==> src/rtl/sercomp_pkg.sv <==
// Shared types and defaults for the multi-lane serial two's-complement negator.
package sercomp_pkg;

  typedef enum logic {
    COPY   = 1'b0,
    INVERT = 1'b1
  } lane_state_t;

  localparam int unsigned SERCOMP_WORD_W = 8;
  localparam int unsigned SERCOMP_NCH    = 4;

  // Counter width that never collapses to zero bits for tiny word lengths.
  function automatic int unsigned sercomp_cnt_w(input int unsigned word_w);
    return (word_w <= 2) ? 1 : $clog2(word_w);
  endfunction

endpackage

==> src/rtl/sercomp_lane.sv <==
// One lane: copy/invert FSM, bit counter, word framing and overflow detect.
// Optional SERCOMP_PAR_OUT_EN adds a shadow register and parallel word output.
module sercomp_lane
  import sercomp_pkg::*;
#(
  parameter int unsigned WORD_W = SERCOMP_WORD_W,
  parameter int unsigned CNT_W  = sercomp_cnt_w(SERCOMP_WORD_W)
) (
  input  logic              clk_i,
  input  logic              rst_ni,
  input  logic              vld_i,
  input  logic              bit_i,
  input  logic              sow_i,
  input  logic              neg_mode_i,
  output logic              vld_o,
  output logic              bit_o,
  output logic              eow_o,
  output logic              ovf_o
`ifdef SERCOMP_PAR_OUT_EN
  ,
  output logic [WORD_W-1:0] par_word_o,
  output logic              par_vld_o
`endif
);

  lane_state_t      state_q, state_d, state_eff;
  logic [CNT_W-1:0] cnt_q, cnt_d;
  logic             mode_q, mode_d, mode_eff;
  logic             out_vld_q, out_bit_q, out_bit_d;
  logic             eow_q, eow_d, ovf_q, ovf_d;
  logic             first, last;

  // sow overrides the terminal count, so a realigned bit never closes a word.
  assign first     = (cnt_q == '0) || sow_i;
  assign last      = !sow_i && (cnt_q == CNT_W'(WORD_W - 1));
  assign mode_eff  = first ? neg_mode_i : mode_q;
  assign state_eff = first ? COPY : state_q;

  always_comb begin
    state_d   = state_q;
    cnt_d     = cnt_q;
    mode_d    = mode_q;
    out_bit_d = out_bit_q;
    eow_d     = eow_q;
    ovf_d     = ovf_q;
    if (vld_i) begin
      mode_d    = mode_eff;
      out_bit_d = (mode_eff && state_eff == INVERT) ? ~bit_i : bit_i;
      eow_d     = last;
      // Still in COPY at the MSB with a 1 means the word was 100..0.
      ovf_d     = last && mode_eff && state_eff == COPY && bit_i;
      if (last) begin
        state_d = COPY;
        cnt_d   = '0;
      end else begin
        state_d = (mode_eff && state_eff == COPY && bit_i) ? INVERT : state_eff;
        cnt_d   = first ? CNT_W'(1) : cnt_q + CNT_W'(1);
      end
    end
  end

  always_ff @(posedge clk_i or negedge rst_ni) begin
    if (!rst_ni) begin
      state_q   <= COPY;
      cnt_q     <= '0;
      mode_q    <= 1'b0;
      out_vld_q <= 1'b0;
      out_bit_q <= 1'b0;
      eow_q     <= 1'b0;
      ovf_q     <= 1'b0;
    end else begin
      state_q   <= state_d;
      cnt_q     <= cnt_d;
      mode_q    <= mode_d;
      out_vld_q <= vld_i;
      out_bit_q <= out_bit_d;
      eow_q     <= eow_d;
      ovf_q     <= ovf_d;
    end
  end

  assign vld_o = out_vld_q;
  assign bit_o = out_bit_q;
  assign eow_o = eow_q;
  assign ovf_o = ovf_q;

`ifdef SERCOMP_PAR_OUT_EN
  logic [WORD_W-1:0] shadow_q, shadow_d, par_word_q, par_word_d;
  logic              par_vld_q, par_vld_d;

  always_comb begin
    shadow_d   = shadow_q;
    par_word_d = par_word_q;
    par_vld_d  = 1'b0;
    if (vld_i) begin
      shadow_d = {out_bit_d, shadow_q[WORD_W-1:1]};
      if (last) begin
        par_word_d = shadow_d;
        par_vld_d  = 1'b1;
      end
    end
  end

  always_ff @(posedge clk_i or negedge rst_ni) begin
    if (!rst_ni) begin
      shadow_q   <= '0;
      par_word_q <= '0;
      par_vld_q  <= 1'b0;
    end else begin
      shadow_q   <= shadow_d;
      par_word_q <= par_word_d;
      par_vld_q  <= par_vld_d;
    end
  end

  assign par_word_o = par_word_q;
  assign par_vld_o  = par_vld_q;
`endif

endmodule

==> src/rtl/serial_twos_comp_nch.sv <==
// Multi-lane word-framed serial two's-complement negator (LSB first).
// Define SERCOMP_PAR_OUT_EN to add par_word/par_vld parallel outputs.
module serial_twos_comp_nch
  import sercomp_pkg::*;
#(
  parameter int unsigned WORD_W = SERCOMP_WORD_W,
  parameter int unsigned NCH    = SERCOMP_NCH
) (
  input  logic                  t_clk,
  input  logic                  r,
  input  logic [NCH-1:0]        in_vld,
  input  logic [NCH-1:0]        in_bit,
  input  logic [NCH-1:0]        in_sow,
  input  logic [NCH-1:0]        neg_mode,
  output logic [NCH-1:0]        out_vld,
  output logic [NCH-1:0]        out_bit,
  output logic [NCH-1:0]        out_eow,
  output logic [NCH-1:0]        ovf
`ifdef SERCOMP_PAR_OUT_EN
  ,
  output logic [NCH*WORD_W-1:0] par_word,
  output logic [NCH-1:0]        par_vld
`endif
);

  localparam int unsigned CNT_W = sercomp_cnt_w(WORD_W);

  for (genvar g = 0; g < NCH; g++) begin : g_lane
    sercomp_lane #(
      .WORD_W (WORD_W),
      .CNT_W  (CNT_W)
    ) u_lane (
      .clk_i      (t_clk),
      .rst_ni     (r),
      .vld_i      (in_vld[g]),
      .bit_i      (in_bit[g]),
      .sow_i      (in_sow[g]),
      .neg_mode_i (neg_mode[g]),
      .vld_o      (out_vld[g]),
      .bit_o      (out_bit[g]),
      .eow_o      (out_eow[g]),
      .ovf_o      (ovf[g])
`ifdef SERCOMP_PAR_OUT_EN
      ,
      .par_word_o (par_word[g*WORD_W +: WORD_W]),
      .par_vld_o  (par_vld[g])
`endif
    );
  end

endmodule

==> config.mk <==
export PLATFORM = sky130hd
export DESIGN_NAME = serial_twos_comp_nch
export DESIGN_NICKNAME = d
export VERILOG_FILES = /design/src/rtl/sercomp_pkg.sv /design/src/rtl/sercomp_lane.sv /design/src/rtl/serial_twos_comp_nch.sv
export SDC_FILE = /design/constraint.sdc
export NUM_CORES = 1
export LEC_CHECK = 0
export ABC_AREA = 1
export BUFFER_PORTS_ARGS = -buffer_cell sky130_fd_sc_hd__buf_4
export CORE_MARGIN = 2
export CORE_UTILIZATION = 30
export CTS_BUF_LIST = sky130_fd_sc_hd__clkbuf_4 sky130_fd_sc_hd__clkbuf_8
export DETAILED_ROUTE_END_ITERATION = 10
export GPL_TIMING_DRIVEN = 0
export SYNTH_ARGS = -nofsm -noshare
export SYNTH_HDL_FRONTEND = slang
export SYNTH_SLANG_ARGS = --single-unit
==> constraint.sdc <==
create_clock -name t_clk -period 2.4 [get_ports t_clk]
set_input_delay 0.12 -clock t_clk [delete_from_list [all_inputs] [get_ports t_clk]]
set_output_delay 0.12 -clock t_clk [all_outputs]
set_load 0.01 [all_outputs]
* Word level (Yosys, flattened, before mapping) *
Index checks and enable logic that the tools add are counted.

word-level totals
  flip-flop bits (word level) = 36
  input port bits = 18
  output and inout bits = 16
  word-level logic and storage cells = 112

operators by class
  $add $sub $neg = 4
  equal/unequal tests = 4
  muxes and demuxes = 28
  bitwise logic cells = 8
  reduce and logical (&&, ||, !) cells = 40

operators by type and width
  operator               number
  $logic_and A1 B1 Y1    28
  $mux W3                8
  $mux W1                20
  $add A3 B1 Y3 const B  4
  $eq A3 B3 Y1 const B   4
  $logic_not A3 Y1       4
  $not A1 Y1             8
  $logic_not A1 Y1       4
  $logic_or A1 B1 Y1     4

* Longest topological paths before layout *
  word-level depth = 8
  mapped depth = 9
  mapped depth without buffers = 9

* By module *
A second synthesis with hierarchy kept.

unflattened totals
  cell total of the unflattened synthesis = 215
  area, all modules = 1846.8 um2

modules (own cells, without submodules)
  module                                instances  cells an instance  area each (um2)  sequential area each (um2)
  sercomp_lane at g_lane[0].u_lane ...  3          54                 465.4            225.2
  sercomp_lane at g_lane[1].u_lane      1          53                 450.4            225.2

* Least setup slack after synthesis *
OpenSTA, ideal clock, no wires.

  path kind = reg2reg
  from = register g_lane[2].u_lane.cnt_q[0]
  to = register g_lane[2].u_lane.cnt_q[1]
  setup time = 0.083 ns
  arrival time = 1.079 ns
  required time = 2.317 ns
  setup slack = 1.239 ns
  stages on the path, launching flop included = 6
  path buffers = 0
  clock period less this slack = 1.161 ns
  cells stage by stage = dfrtp_1 ha_1 ha_1 a21oi_4 nand3_1 o21ai_0

between the ends
  cells in the longest elaborated chain, start to end = 4
  elaborated cells on any way between the ends = 7
  classes of those cells = add/sub (1); eq/ne (1); mux (2); reduce/logical (3)

RTL lines
  item                                                   RTL line            source
  start, declared                                        sercomp_lane.sv:27  logic [CNT_W-1:0] cnt_q, cnt_d;
  start signal, assigned                                 sercomp_lane.sv:73  cnt_q <= cnt_d;
  branches (longest 3 deep; another with $add A3 B1 Y3)  -
  $mux W3 *                                              sercomp_lane.sv:52  if (last) begin

Mark *: on every way between the ends.
A chain may end at the register's enable or synchronous reset.

* Worst setup path after layout *
  from = register g_lane[0].u_lane.cnt_q[0]
  to = register g_lane[0].u_lane.state_q

between the ends
  cells in the longest elaborated chain, start to end = 8
  elaborated cells on any way between the ends = 11
  classes of those cells = eq/ne (1); mux (4); bitwise (1); reduce/logical (5)

RTL lines
  item                              RTL line            source
  start, declared                   sercomp_lane.sv:27
  start signal, assigned            sercomp_lane.sv:73
  $logic_not A3 Y1                  sercomp_lane.sv:34  assign first = (cnt_q == '0) || sow_i;
  $logic_or A1 B1 Y1                sercomp_lane.sv:34
  $mux W1                           sercomp_lane.sv:37  assign state_eff = first ? COPY : state_q;
  $not A1 Y1                        sercomp_lane.sv:56  state_d = (mode_eff && state_eff == COPY && bit_i) ? INVERT : state_eff;
  $logic_and A1 B1 Y1 (2 in a row)  sercomp_lane.sv:56
  $mux W1                           sercomp_lane.sv:56
  $mux W1 *                         sercomp_lane.sv:52
  end signal, assigned              sercomp_lane.sv:72  state_q <= state_d;
  end, declared                     sercomp_lane.sv:26  lane_state_t state_q, state_d, state_eff;

Mark *: on every way between the ends. The rest lies on a longest branch, timed or not.

==> impl_results.md <==
* Outcome: finished, final reports clean
* Filler cells at 671
* Fin area at 2360 um^2
* Row cnt at 29
* Post-synthesis cell type count at 13
* Final setup skew at 0.00545 ns
* PD cells at 611 nW/um^2
* DRT iter0 DRCs at 51
* Synth-to-layout area growth at 22.7%
* Root buffer cell: clkbuf_8
* Post-route setup TNS at 0 ns
* Vias per cell at 4.47
* WP data required at 2.62 ns
* Fmax at 760 MHz
* Final HPWL from detailed placement at 2630 um
* Via count at 1546
* Most frequent cells in the layout: nand2_1, buf_4, dfrtp_1
* Post-Syn Area at 1920 um^2
* Post-DRT Antenna Nets at 0
* Final Cycle Share at 54.8%
* Worst setup EP type: flip-flop
* Crit Path Class: flip-flop to flip-flop
* DRC viols at 0
* Commonest non-fill, non-tap cell in the layout: nand2_1
* Synth Net Count at 258
* Slowest cell on crit path: dfrtp_1
* CTS sink cnt at 36
* Total GRT Usage at 11.4%
* Largest delay contributor family on the critical path: flip-flops
* Nets at 299
* Clk_lat worst skew at 0.28 ns
* Worst-Margin Slew at 0.464 ns
* Post-Route WL at 3520 um
* Post-synthesis register bit count at 36
* Largest net degree at the start of global routing at 37
* VDD IR max at 247 uV
* Die width at 84.0 um
* Number of global-route vias before repair at 1529
* P_leak at 1.24 nW
* CTS tree: done
* Tmin final at 1.32 ns
* # setup viols final at 0
* Hold WC Path Type: input pin to flip-flop
* Die area at 7060 um^2
* Critical path fanouts, max at 4
* Mean area per synthesized cell at 8.43 um^2
* Worst Path Buf+Inv at 1
* CTS clk-pin slew, worst paths at 0.07 ns
* Number of I/O pins at 34
* Port-buffer cells at 33
* TritonRoute pass-1 iters at 4
* Initial Util at 30.6%
* Max-slew violations at 0
* YS warnings at 0
* Max-cap violations at 0
* Critical path's largest stage delay at 0.35 ns
* Core ar. at 6280 um^2
* Final hold vios at 0
* Die Height at 84.0 um
* Mapped Cells at 228
* Layout cell share with drive strength beyond 1 at 23.8%
* CTS buffer count at 5
* Global-route wire length before repair at 6660 um
* Startpoint Class: flip-flop
* RSZ-0062 raised after global routing: false
* Placer Congestion at 0.770
* Placed inst area at 2270 um^2
* Clock buffer depth at 2
* Antenna violations before repair at 0
* Grt total ovfl at 0
* Crit-path cells: inv_1, ha_1, a21oi_1, nand2_1, nand2_1, nand2_1, nand2_1
* Ant diodes at 0
* Htree depth at 2
* Wire per inst at 10.2 um
* Seq/Total Area, Yosys at 46.9%
* Slew Limit Headroom at 69.1%
* CP dominant cell by count: nand2_1
* Worst Path Arrival at 1.54 ns
[what timing repair did]
item | 4_1_cts | 5_1_grt
setup endpoints to repair | 0 | 0
gates resized for setup | 0 | 0
buffers inserted | 0 | 0
hold buffers | 1 | 0
endpoints found under the hold margin | 36 | 0
[kinds of logic after synthesis]
family | Yosys count | share of synthesized area, %
AOI/OAI and AO/OA | 32 | 10.7
DFF | 36 | 46.9
and+or+nand+nor | 100 | 22.1
buffers and inverters | 48 | 12.5
adders and majority gates | 12 | 7.81
[path summary, 6_finish.rpt]
path | cells past startpoint | startpoint | slack (ns) | end
max in group asynchronous | 2 | r | 1.74 | g_lane[2].u_lane.cnt_q[1]
worst min-delay path | 1 | in_vld[0] | 0.02 | g_lane[0].u_lane.vld_o
min in group asynchronous | 2 | r | 0.34 | g_lane[2].u_lane.vld_o
worst min register to register | 2 | g_lane[1].u_lane.bit_o | 0.48 | g_lane[1].u_lane.bit_o
worst max register to register | 7 | g_lane[0].u_lane.cnt_q[0] | 1.08 | g_lane[0].u_lane.state_q
worst max-delay path | 7 | g_lane[0].u_lane.cnt_q[0] | 1.08 | g_lane[0].u_lane.state_q
[state kept, by name, indices dropped and copies added, names as in the netlist]
name                   count
g_lane.u_lane.cnt_q       12
g_lane.u_lane.bit_o        4
g_lane.u_lane.eow_o        4
g_lane.u_lane.mode_q       4
g_lane.u_lane.ovf_o        4
g_lane.u_lane.state_q      4
g_lane.u_lane.vld_o        4
[synth_stat cells]
cell     count  area [um^2]
nand2_1     56          210
dfrtp_1     36          901
inv_1       28          105
nand3_1     24          120
buf_4       16          120
o21ai_0     16         80.1
ha_1        12          150
nor2_1      12         45.0
nand4_1      8         50.1
o21ai_1      8         40.0
a21oi_1      4         20.0
a21oi_4      4         65.1
inv_2        4         15.0
[layout make-up]
type | count | area [um^2] | area share (%)
clock inverters | 1 | 5.00 | 0.212
inverters | 32 | 120 | 5.10
clock buffers | 6 | 76.3 | 3.24
flip-flops and latches | 36 | 901 | 38.2
plain buffers | 16 | 120 | 5.10
repair buffers | 34 | 258 | 10.9
multi-input cells | 144 | 781 | 33.1
well taps | 77 | 96.3 | 4.09
[per-layer routing]
layer	up-vias	GRT usage (%)	part of all wire [%]
met1	705	15.0	48
met3	7	3.36	4.9
met4	0	3.96	1.6
met5	-	0	0
li1	803	-	-
met2	31	17.8	45
[report_power, final]
group	switching [mW]	internal [mW]
logic	0.176	0.135
registers	0.0437	0.674
clock network	0.204	0.209
[per-stage QoR]
step           power (mW)  cells  hold slack, ns  worst slack (ns)  utilization, %
2_1_floorplan       0.927    228          -0.176              1.24               -
3_3_place_gp         1.04    338           0.117              1.12            36.1
3_5_place_dp         1.04    338           0.117              1.10            36.1
4_1_cts              1.47    346         0.00615              1.09            37.6
5_1_grt              1.55    346          0.0112             0.949            37.6
6_report             1.44    346          0.0162              1.08            37.6
[worst reg2reg max path: cells and delay by family (launching register included)]
family                     cells  cell delay, ns
DFF                            1            0.35
AOI/OAI and AO/OA              1            0.31
and+or+nand+nor                4            0.32
adders and majority gates      1            0.21
buffers and inverters          1            0.07
Power figures use the tool's default switching activity.
